--- config.mk ---
export PLATFORM = sky130hd
export DESIGN_NAME = spm_program_loader
export DESIGN_NICKNAME = d
export VERILOG_FILES = /design/src/rtl/spm_pkg.sv /design/src/rtl/spm_loader_csum.sv /design/src/rtl/spm_program_loader.sv
export SDC_FILE = /design/constraint.sdc
export NUM_CORES = 1
export LEC_CHECK = 0
export BUFFER_PORTS_ARGS = -buffer_cell sky130_fd_sc_hd__clkbuf_2
export CELL_PAD_IN_SITES_DETAIL_PLACEMENT = 2
export CELL_PAD_IN_SITES_GLOBAL_PLACEMENT = 2
export CORE_ASPECT_RATIO = 0.6
export CORE_MARGIN = 10
export CORE_UTILIZATION = 32
export CTS_CLUSTER_DIAMETER = 150
export CTS_CLUSTER_SIZE = 8
export DETAILED_ROUTE_END_ITERATION = 8
export GPL_TIMING_DRIVEN = 1
export PLACE_DENSITY = 0.9
export SYNTH_ARGS = -nofsm -noshare
export SYNTH_HDL_FRONTEND = slang
export SYNTH_SLANG_ARGS = --single-unit
--- constraint.sdc ---
create_clock -name clk -period 2.4 [get_ports clk]
set_input_delay 0.72 -clock clk [delete_from_list [all_inputs] [get_ports clk]]
set_output_delay 0.72 -clock clk [all_outputs]
set_load 0.01 [all_outputs]
--- src/rtl/spm_pkg.sv ---
// Shared SPM package: default memory geometry and the program loader state encoding.
// Used by the memory, processing and loader units.
package spm_pkg;

  localparam int unsigned WORD_SIZE = 8;
  localparam int unsigned DEPTH     = 256;

  typedef enum logic [2:0] {
    ST_IDLE   = 3'd0,
    ST_LOAD   = 3'd1,
    ST_DRAIN  = 3'd2,
    ST_VERIFY = 3'd3,
    ST_DONE   = 3'd4
  } loader_state_e;

endpackage

--- src/rtl/spm_loader_csum.sv ---
// Modular (2**word_size) accumulator with synchronous clear and enable.
// Ports: clk, rst_n, clr_i (clear, wins over enable), en_i (add din_i), din_i, sum_o (registered sum).
module spm_loader_csum #(
  parameter int unsigned word_size = 8
) (
  input  logic                 clk,
  input  logic                 rst_n,
  input  logic                 clr_i,
  input  logic                 en_i,
  input  logic [word_size-1:0] din_i,
  output logic [word_size-1:0] sum_o
);

  logic [word_size-1:0] sum_q, sum_d;

  always_comb begin
    sum_d = sum_q;
    if (clr_i) begin
      sum_d = '0;
    end else if (en_i) begin
      sum_d = sum_q + din_i;
    end
  end

  always_ff @(posedge clk or negedge rst_n) begin
    if (!rst_n) begin
      sum_q <= '0;
    end else begin
      sum_q <= sum_d;
    end
  end

  assign sum_o = sum_q;

endmodule

--- src/rtl/spm_program_loader.sv ---
// SPM program loader: streams words from a valid/ready source into consecutive
// memory addresses starting at a latched base, holding the CPU while busy.
// Ports: clk, rst_n, start/base_addr/length (load request), in_valid/in_data/in_ready
// (word stream), mem_address/mem_data/mem_write (memory write port), mem_rdata
// (combinational memory readback), busy, cpu_hold, done (pulse), error (sticky).
// Option SPM_LOADER_VERIFY_EN: adds a readback checksum pass (VERIFY state) and
// the checksum output port.
module spm_program_loader
  import spm_pkg::*;
#(
  parameter int unsigned word_size = WORD_SIZE,
  parameter int unsigned depth     = DEPTH
) (
  input  logic                 clk,
  input  logic                 rst_n,
  input  logic                 start,
  input  logic [word_size-1:0] base_addr,
  input  logic [word_size:0]   length,
  input  logic                 in_valid,
  input  logic [word_size-1:0] in_data,
  output logic                 in_ready,
  output logic [word_size-1:0] mem_address,
  output logic [word_size-1:0] mem_data,
  output logic                 mem_write,
  input  logic [word_size-1:0] mem_rdata,
  output logic                 busy,
  output logic                 cpu_hold,
  output logic                 done,
  output logic                 error
`ifdef SPM_LOADER_VERIFY_EN
  ,
  output logic [word_size-1:0] checksum
`endif
);

  localparam int unsigned   CW      = word_size + 1;
  localparam logic [CW-1:0] DEPTH_C = CW'(depth);

  loader_state_e        state_q, state_d;
  logic [word_size-1:0] base_q, base_d;
  logic [CW-1:0]        len_q, len_d;
  logic [CW-1:0]        cnt_q, cnt_d;
  logic [word_size-1:0] addr_q, addr_d;
  logic [word_size-1:0] data_q, data_d;
  logic                 wr_q, wr_d;
  logic                 rdy_q, rdy_d;
  logic                 busy_q, busy_d;
  logic                 done_q, done_d;
  logic                 err_q, err_d;
  logic                 sum_clr_c;
  logic                 ld_en_c;
  logic                 rb_en_c;

`ifdef SPM_LOADER_VERIFY_EN
  logic [word_size-1:0] chk_q, chk_d;
  logic [word_size-1:0] ld_sum_c, rb_sum_c;
  logic [word_size-1:0] rb_final_c;

  // Load-side sum of accepted words and readback-side sum of memory contents.
  spm_loader_csum #(.word_size(word_size)) u_ld_csum (
    .clk   (clk),
    .rst_n (rst_n),
    .clr_i (sum_clr_c),
    .en_i  (ld_en_c),
    .din_i (in_data),
    .sum_o (ld_sum_c)
  );

  spm_loader_csum #(.word_size(word_size)) u_rb_csum (
    .clk   (clk),
    .rst_n (rst_n),
    .clr_i (sum_clr_c),
    .en_i  (rb_en_c),
    .din_i (mem_rdata),
    .sum_o (rb_sum_c)
  );

  // Readback sum including the word being read in the current cycle.
  assign rb_final_c = rb_sum_c + mem_rdata;
  assign checksum   = chk_q;
`else
  // Readback is not used in this build.
  logic unused_rdata_c;
  assign unused_rdata_c = ^mem_rdata;
`endif

  // Next-state and registered-output decode.
  always_comb begin
    state_d   = state_q;
    base_d    = base_q;
    len_d     = len_q;
    cnt_d     = cnt_q;
    addr_d    = addr_q;
    data_d    = data_q;
    wr_d      = 1'b0;
    err_d     = err_q;
    sum_clr_c = 1'b0;
    ld_en_c   = 1'b0;
    rb_en_c   = 1'b0;
`ifdef SPM_LOADER_VERIFY_EN
    chk_d     = chk_q;
`endif

    case (state_q)
      ST_IDLE: begin
        if (start) begin
          err_d     = 1'b0;
          sum_clr_c = 1'b1;
`ifdef SPM_LOADER_VERIFY_EN
          chk_d     = '0;
`endif
          if (length == '0) begin
            state_d = ST_DONE;
          end else if (length > DEPTH_C) begin
            err_d   = 1'b1;
            state_d = ST_DONE;
          end else begin
            base_d  = base_addr;
            len_d   = length;
            cnt_d   = '0;
            state_d = ST_LOAD;
          end
        end
      end

      ST_LOAD: begin
        // in_ready is high for the whole state, so in_valid alone is the handshake.
        if (in_valid) begin
          addr_d  = base_q + word_size'(cnt_q);
          data_d  = in_data;
          wr_d    = 1'b1;
          cnt_d   = cnt_q + CW'(1);
          ld_en_c = 1'b1;
          if (cnt_q == len_q - CW'(1)) begin
            state_d = ST_DRAIN;
          end
        end
      end

      ST_DRAIN: begin
`ifdef SPM_LOADER_VERIFY_EN
        cnt_d   = '0;
        addr_d  = base_q;
        state_d = ST_VERIFY;
`else
        state_d = ST_DONE;
`endif
      end

`ifdef SPM_LOADER_VERIFY_EN
      ST_VERIFY: begin
        rb_en_c = 1'b1;
        addr_d  = addr_q + word_size'(1);
        cnt_d   = cnt_q + CW'(1);
        if (cnt_q == len_q - CW'(1)) begin
          if (rb_final_c != ld_sum_c) begin
            err_d = 1'b1;
          end
          chk_d   = ld_sum_c;
          state_d = ST_DONE;
        end
      end
`endif

      ST_DONE: begin
        state_d = ST_IDLE;
      end

      default: begin
        state_d = ST_IDLE;
      end
    endcase

    rdy_d  = (state_d == ST_LOAD);
    busy_d = (state_d != ST_IDLE);
    done_d = (state_d == ST_DONE);
  end

  always_ff @(posedge clk or negedge rst_n) begin
    if (!rst_n) begin
      state_q <= ST_IDLE;
      base_q  <= '0;
      len_q   <= '0;
      cnt_q   <= '0;
      addr_q  <= '0;
      data_q  <= '0;
      wr_q    <= 1'b0;
      rdy_q   <= 1'b0;
      busy_q  <= 1'b0;
      done_q  <= 1'b0;
      err_q   <= 1'b0;
    end else begin
      state_q <= state_d;
      base_q  <= base_d;
      len_q   <= len_d;
      cnt_q   <= cnt_d;
      addr_q  <= addr_d;
      data_q  <= data_d;
      wr_q    <= wr_d;
      rdy_q   <= rdy_d;
      busy_q  <= busy_d;
      done_q  <= done_d;
      err_q   <= err_d;
    end
  end

`ifdef SPM_LOADER_VERIFY_EN
  always_ff @(posedge clk or negedge rst_n) begin
    if (!rst_n) begin
      chk_q <= '0;
    end else begin
      chk_q <= chk_d;
    end
  end
`endif

  assign in_ready    = rdy_q;
  assign mem_address = addr_q;
  assign mem_data    = data_q;
  assign mem_write   = wr_q;
  assign busy        = busy_q;
  assign cpu_hold    = busy_q;
  assign done        = done_q;
  assign error       = err_q;

endmodule
==> metrics.md, run 1 <==
| Metric | Value |
|---|---|
| Status | `complete, no violations` |
| Initial core utilization | `33.25%` |
| Cell Rows | `25` |
| PD cells | `1193 nW/um^2` |
| Final nets | `414` |
| Relative slew margins | `56.63%` |
| Count of final setup violators | `0` |
| Largest net degree at the start of global routing | `51` |
| Grt ovf | `0` |
| CTS Buf Count | `5` |
| Placed instance area | `3113 sq um` |
| Remaining antenna violation count | `0` |
| TritonCTS clock tree | `yes` |
| Path type of the worst setup path | `register to register` |
| M3 GR Usage | `3.833%` |
| Via count | `2404` |
| Fmax | `0.4460 GHz` |
| IO buf count | `50` |
| Worst setup SP type | `register` |
| IO Pins | `59` |
| DRT iter0 DRCs | `158` |
| Grt met1 use | `19.39%` |
| Gpl congestion | `0.8052` |
| Static leakage | `1.681 nW` |
| Post-DR vias/cell | `5.093` |
| CP endpoint kind | `register` |
| Cell variety after synth | `46` |
| Vias in the first global route | `2705` |
| Unrepaired setup endpoints after global routing | `no` |
| Cell Count, Final, Fillers Out | `472` |
| Hold depth | `2` |
| Die Wd | `137.5 microns` |
| Cells after Synth | `299` |
| Met2 Use GR | `25.08%` |
| CTS Sinks | `50` |
| Worst Path Arrival | `2.39 ns` |
| R2r worst-path depth | `9` |
| Setup Skew | `0.006904 ns` |
| Post-DP HPWL | `6700 microns` |
| Synthesized area | `2653 sq um` |
| GR peak layer | `met2` |
| Minimum clock period | `2.242 ns` |
| Layout cells sized above 1 | `25.27%` |
| CTS H-Tree Depth | `2` |
| Max Buffers Root-to-Sink | `2` |
| Die Y | `90.53 microns` |
| Max Slew Vio Count | `0` |
| DR pass1 iterations | `4` |
| Initial antenna violation count | `0` |
| Syn nets | `349` |
| Count of final hold-check violations | `0` |
| Hold slack final | `0.4769 ns` |
| FF+latch count, synth | `50` |
| Total negative slack | `0 ns` |
| Ant diodes | `0` |
| Syn avg cell area | `8.871 sq um` |
| Fin area | `3299 sq um` |
| DRC errors left | `0` |
| Hold-fix buffers, CTS | `0` |
| First-pass GRT wire length | `15200 microns` |
| Least-Margin Pin Slew | `0.6505 ns` |
| Number of enable flip-flop cells after synthesis | `0` |
| FFs w/ async S/R, synth | `100.0%` |
| Tcrit/Tclk final | `93.42%` |
| Clk Tree Root Cell | `clkbuf_16` |
| DIE AREA | `12450 sq um` |
| Max VDD drop | `0.3352 mV` |
| WL per Instance | `19.73 microns` |
| Sequential share of the synthesized area | `47.17%` |
| Setup WS pre-CTS | `-0.3697 ns` |
| Max-Cap Viols | `0` |
| Worst skew pair latency | `0.30 ns` |
| Final worst slack | `0.1579 ns` |
| Data required time at the worst endpoint | `2.55 ns` |
| Synth warn | `0` |
| Tightest Hold Check Type | `register to register` |
| Clock Pin Slew Worst Setup and Hold Paths | `0.06 ns` |
| Placed Cells | `463` |
| GRT Total Usage | `15.43%` |
| Dominant synthesized flop cell | `dfrtp_1` |
| Syn-to-layout area delta | `24.39%` |
| Post-Route WL | `9314 microns` |
| Core area | `7976 sq um` |
| Crit-path max FO | `2` |
-- power breakdown --
group	internal [W]	total (W)	leakage [nW]	switching [W]
Combinational	0.000731	0.00176	0.976	0.00103
Sequential	0.00117	0.00149	0.636	0.000320
Clock	0.000377	0.000686	0.0694	0.000309
-- worst max-delay path: stages (launching register included) --
cell and delay, ns:
dfrtp_1 0.41, ha_1 0.26, inv_1 0.09, fa_1 0.20
nor2b_1 0.06, o21ai_0 0.25, a21boi_1 0.14, o21ai_0 0.32
mux2i_1 0.23, o311ai_0 0.14
-- cells in the final DEF, fill, tap and decap left out, types with 2 or more instances in the layout --
cell | netlist | layout
o41ai_1 | 3 | 2
clkinv_2 | 0 | 2
a21o_1 | 3 | 3
nor4_1 | 5 | 3
o21ai_1 | 1 | 3
inv_1 | 14 | 14
xor2_1 | 5 | 5
buf_4 | 1 | 21
xnor2_1 | 8 | 8
o21ai_0 | 25 | 23
ha_1 | 12 | 12
clkbuf_16 | 0 | 5
nand2_1 | 89 | 88
nor3_1 | 5 | 4
dfrtp_1 | 50 | 50
nand4_1 | 3 | 3
a31oi_1 | 3 | 3
a21oi_1 | 8 | 8
o31ai_1 | 3 | 3
nor2_1 | 12 | 12
nand3_1 | 8 | 8
and3_1 | 3 | 3
clkbuf_2 | 0 | 50
or3_1 | 2 | 2
-- layer usage --
layer / share of wire, % / up-vias
li1: - / 1139
met2: 48 / 62
met3: 5.0 / 20
met4: 2.4 / 0
met5: 0 / -
met1: 45 / 1183
-- final cells by class --
| class | instances | area (sq um) |
|---|---|---|
| Multi-Input combinational cell | 222 | 1318 |
| Inverter | 14 | 52.55 |
| Timing Repair Buffer | 71 | 407.9 |
| Sequential cell | 50 | 1251 |
| Tap cell | 108 | 135.1 |
| Clock buffer | 5 | 125.1 |
| Fill cell | 924 | 4677 |
| Clock inverter | 2 | 10.01 |
-- timing repair --
item,CTS,global route
buffers inserted,2,0
gates resized for setup,2,7
endpoints found under the hold margin,0,0
pin swaps,1,4
endpoints found under the setup margin,6,11
-- through the flow --
step           power [W]  util (%)
2_1_floorplan   0.002519         -
3_3_place_gp    0.003044     39.03
3_5_place_dp    0.003201     39.03
4_1_cts         0.003970     41.08
5_1_grt         0.004260     41.36
6_report        0.003935     41.36
-- state kept, by name, summed over array words and instances, names as in the netlist --
| register | count |
|---|---|
| busy | 1 |
| state_q | 3 |
| error | 1 |
| mem_address | 8 |
| mem_write | 1 |
| done | 1 |
| len_q | 9 |
| base_q | 8 |
| cnt_q | 9 |
| mem_data | 8 |
| in_ready | 1 |
-- path summary, 6_finish.rpt --
| kind | from | to | slack, ns |
|---|---|---|---|
| hold reg to reg | mem_data[7] | mem_data[7] | 0.48 |
| setup reg to reg | base_q[0] | mem_address[6] | 0.16 |
| max in group asynchronous | rst_n | base_q[6] | 1.42 |
| hold / removal | mem_data[7] | mem_data[7] | 0.48 |
| min in group asynchronous | rst_n | mem_address[5] | 0.54 |
| setup / recovery | base_q[0] | mem_address[6] | 0.16 |
-- cells in the mapped netlist, drive strengths merged (4+ instances only) --
master,count,area [sq um]
nand2,89,334.1
dfrtp,50,1251
o21ai,26,130.1
inv,14,52.55
ha,12,150.1
nor2,12,45.04
clkbuf,10,37.54
xnor2,9,86.34
a21oi,8,40.04
nand3,8,40.04
nor3,5,25.02
nor4,5,31.28
xor2,5,43.79
nand4,4,31.28
-- logic make-up after synthesis --
| family | Yosys count | synth area share, % |
|---|---|---|
| AOI/OAI and AO/OA | 54 | 12.41 |
| buffers and inverters | 27 | 4.528 |
| muxes | 2 | 0.8019 |
| adders and majority gates | 13 | 6.415 |
| and+or+nand+nor | 139 | 23.77 |
| DFF | 50 | 47.17 |
| xor gates and xnor gates | 14 | 4.906 |
No activity file was read; power rests on OpenSTA's default activity.
==> run 2: changes to the inputs <==
- PLACE_DENSITY: 0.9 -> 0.81
==> metrics.md, run 2 (synthesized netlist as in run 1, its figures left out) <==
| Metric | Value |
|---|---|
| Worst Path Arrival | `2.46 ns (was 2.39 ns)` |
| Worst r2r dst | `in_ready (was mem_address[6])` |
| DIE AREA | `12450 sq um (unchanged)` |
| R2r worst-path depth | `7 (was 9)` |
| Layout cells sized above 1 | `25.14% (was 25.27%)` |
| Ant diodes | `0 (unchanged)` |
| Setup crit start | `len_q[0] (was base_q[0])` |
| DRT iter0 DRCs | `124 (was 158)` |
| Least-Margin Pin Slew | `0.6710 ns (was 0.6505 ns)` |
| Cell Count, Final, Fillers Out | `470 (was 472)` |
| WL per Instance | `18.56 microns (was 19.73 microns)` |
| CTS H-Tree Depth | `2 (unchanged)` |
| Setup Skew | `0.004500 ns (was 0.006904 ns)` |
| R2R setup slack | `0.13 ns (was 0.16 ns)` |
| Post-Route WL | `8723 microns (was 9314 microns)` |
| Hold slack final | `0.4845 ns (was 0.4769 ns)` |
| PD cells | `1189 nW/um^2 (was 1193 nW/um^2)` |
| Via count | `2398 (was 2404)` |
| Clk Tree Root Cell | `clkbuf_16 (unchanged)` |
| CTS Buf Count | `5 (unchanged)` |
| Reg2Reg Launch Point | `len_q[0] (was base_q[0])` |
| Cell Rows | `25 (unchanged)` |
| Relative slew margins | `55.26% (was 56.63%)` |
| Gpl congestion | `0.7634 (was 0.8052)` |
| Die Y | `90.53 microns (unchanged)` |
| Tightest Hold Check Type | `register to register (unchanged)` |
| IO Pins | `59 (unchanged)` |
| Worst setup SP type | `register (unchanged)` |
| DRC errors left | `0 (unchanged)` |
| Initial core utilization | `33.25% (unchanged)` |
| Status | `complete, no violations (unchanged)` |
| Vias in the first global route | `2698 (was 2705)` |
| Syn-to-layout area delta | `24.39% (unchanged)` |
| CP endpoint kind | `register (unchanged)` |
| Crit path to | `in_ready (was mem_address[6])` |
| Worst skew pair latency | `0.30 ns (about the same)` |
| Unrepaired setup endpoints after global routing | `no (unchanged)` |
| Grt ovf | `0 (unchanged)` |
| Setup WS pre-CTS | `-0.3101 ns (was -0.3697 ns)` |
| IO buf count | `50 (unchanged)` |
| Final nets | `413 (was 414)` |
| GRT Total Usage | `14.44% (was 15.43%)` |
| Fmax | `0.4399 GHz (was 0.4460 GHz)` |
| Most frequent cells in the layout | `nand2_1 (88), dfrtp_1 (50), clkbuf_2 (50), o21ai_0 (22), buf_4 (20) (was nand2_1 (88), dfrtp_1 (50), clkbuf_2 (50), o21ai_0 (23), buf_4 (21))` |
| Max VDD drop | `0.3640 mV (was 0.3352 mV)` |
| Minimum clock period | `2.273 ns (was 2.242 ns)` |
| Largest registers | `cnt_q x9, len_q x9 (unchanged)` |
| Clock Pin Slew Worst Setup and Hold Paths | `0.07 ns (was 0.06 ns)` |
| TritonCTS clock tree | `yes (unchanged)` |
| Die Wd | `137.5 microns (unchanged)` |
| Data required time at the worst endpoint | `2.59 ns (was 2.55 ns)` |
| Max Buffers Root-to-Sink | `2 (unchanged)` |
| Max Slew Vio Count | `0 (unchanged)` |
| Fill cells | `896 (was 924)` |
| Path type of the worst setup path | `register to register (unchanged)` |
| First-pass GRT wire length | `14320 microns (was 15200 microns)` |
| Count of final setup violators | `0 (unchanged)` |
| Initial antenna violation count | `0 (unchanged)` |
| DR pass1 iterations | `4 (unchanged)` |
| Post-DR vias/cell | `5.102 (was 5.093)` |
| Final worst slack | `0.1270 ns (was 0.1579 ns)` |
| Count of final hold-check violations | `0 (unchanged)` |
| Crit-path max FO | `4 (was 2)` |
| Largest net degree at the start of global routing | `51 (unchanged)` |
| Max-Cap Viols | `0 (unchanged)` |
| CTS Sinks | `50 (unchanged)` |
| Placed Cells | `463 (unchanged)` |
| Post-DP HPWL | `6566 microns (was 6700 microns)` |
| Hold-fix buffers, CTS | `0 (unchanged)` |
| Commonest non-fill, non-tap cell in the layout | `nand2_1 (unchanged)` |
| Tcrit/Tclk final | `94.71% (was 93.42%)` |
| Remaining antenna violation count | `0 (unchanged)` |
| Static leakage | `1.679 nW (was 1.681 nW)` |
| Core area | `7976 sq um (unchanged)` |
## run 2: worst min-delay path by stage
stage / start / end / slack (ns) / depth (start not counted)
floorplan: rst_n / base_q[0] / 0.42 / 0
global placement: mem_data[5] / mem_data[5] / 0.46 / 2
detailed placement: mem_data[4] / mem_data[4] / 0.47 / 2
CTS: mem_data[4] / mem_data[4] / 0.49 / 2
global route: mem_data[0] / mem_data[0] / 0.52 / 2
finish: mem_data[4] / mem_data[4] / 0.48 / 2
## run 2: repair_timing
item | 4_1_cts | 5_1_grt
setup buffers | 0 | 1
pin swaps | 0 | 1
resized for setup | 1 | 9
setup endpoints to repair | 1 | 10
## run 2: worst max-delay path, stage by stage, from the launching register on
cell and delay (ns):
dfrtp_1 0.44, inv_1 0.11, ha_1 0.22, or3b_4 0.43
or4_4 0.46, xnor2_2 0.15, nand4_2 0.15, a21o_1 0.21
## run 2: report_power, final
part	leakage, nW	internal, W	switching [W]
registers	0.636	0.00117	0.000310
logic	0.974	0.000719	0.00100
clock network	0.0688	0.000404	0.000315
total	1.68	0.00229	0.00163
## run 2: layout make-up
| class | instances | area (sq um) | share of cell area (%) |
|---|---|---|---|
| repair buffers | 70 | 400.4 | 12.14 |
| well taps | 108 | 135.1 | 4.096 |
| flip-flops and latches | 50 | 1251 | 37.92 |
| multi-input cells | 222 | 1321 | 40.05 |
| inverters | 14 | 52.55 | 1.593 |
| clock buffers | 6 | 138.9 | 4.209 |
## run 2: per-layer routing
| layer | track usage [%] | vias to the layer above | part of all wire, % |
|---|---|---|---|
| met4 | 3.409 | 0 | 1.3 |
| met2 | 23.13 | 41 | 47 |
| met1 | 18.14 | 1207 | 46 |
| li1 | - | 1139 | - |
| met3 | 4.889 | 11 | 5.5 |
| met5 | 0 | - | 0 |
## run 2: through the flow
stage	TNS [ns]	instance area, sq um	total power, W	utilization (%)
global route	0	3299	0.004253	41.36
floorplan	0	2653	0.002519	-
global placement	-1.180	3113	0.003048	39.03
finish	0	3299	0.003924	41.36
detailed placement	-3.065	3113	0.003197	39.03
CTS	0	3258	0.003963	40.85
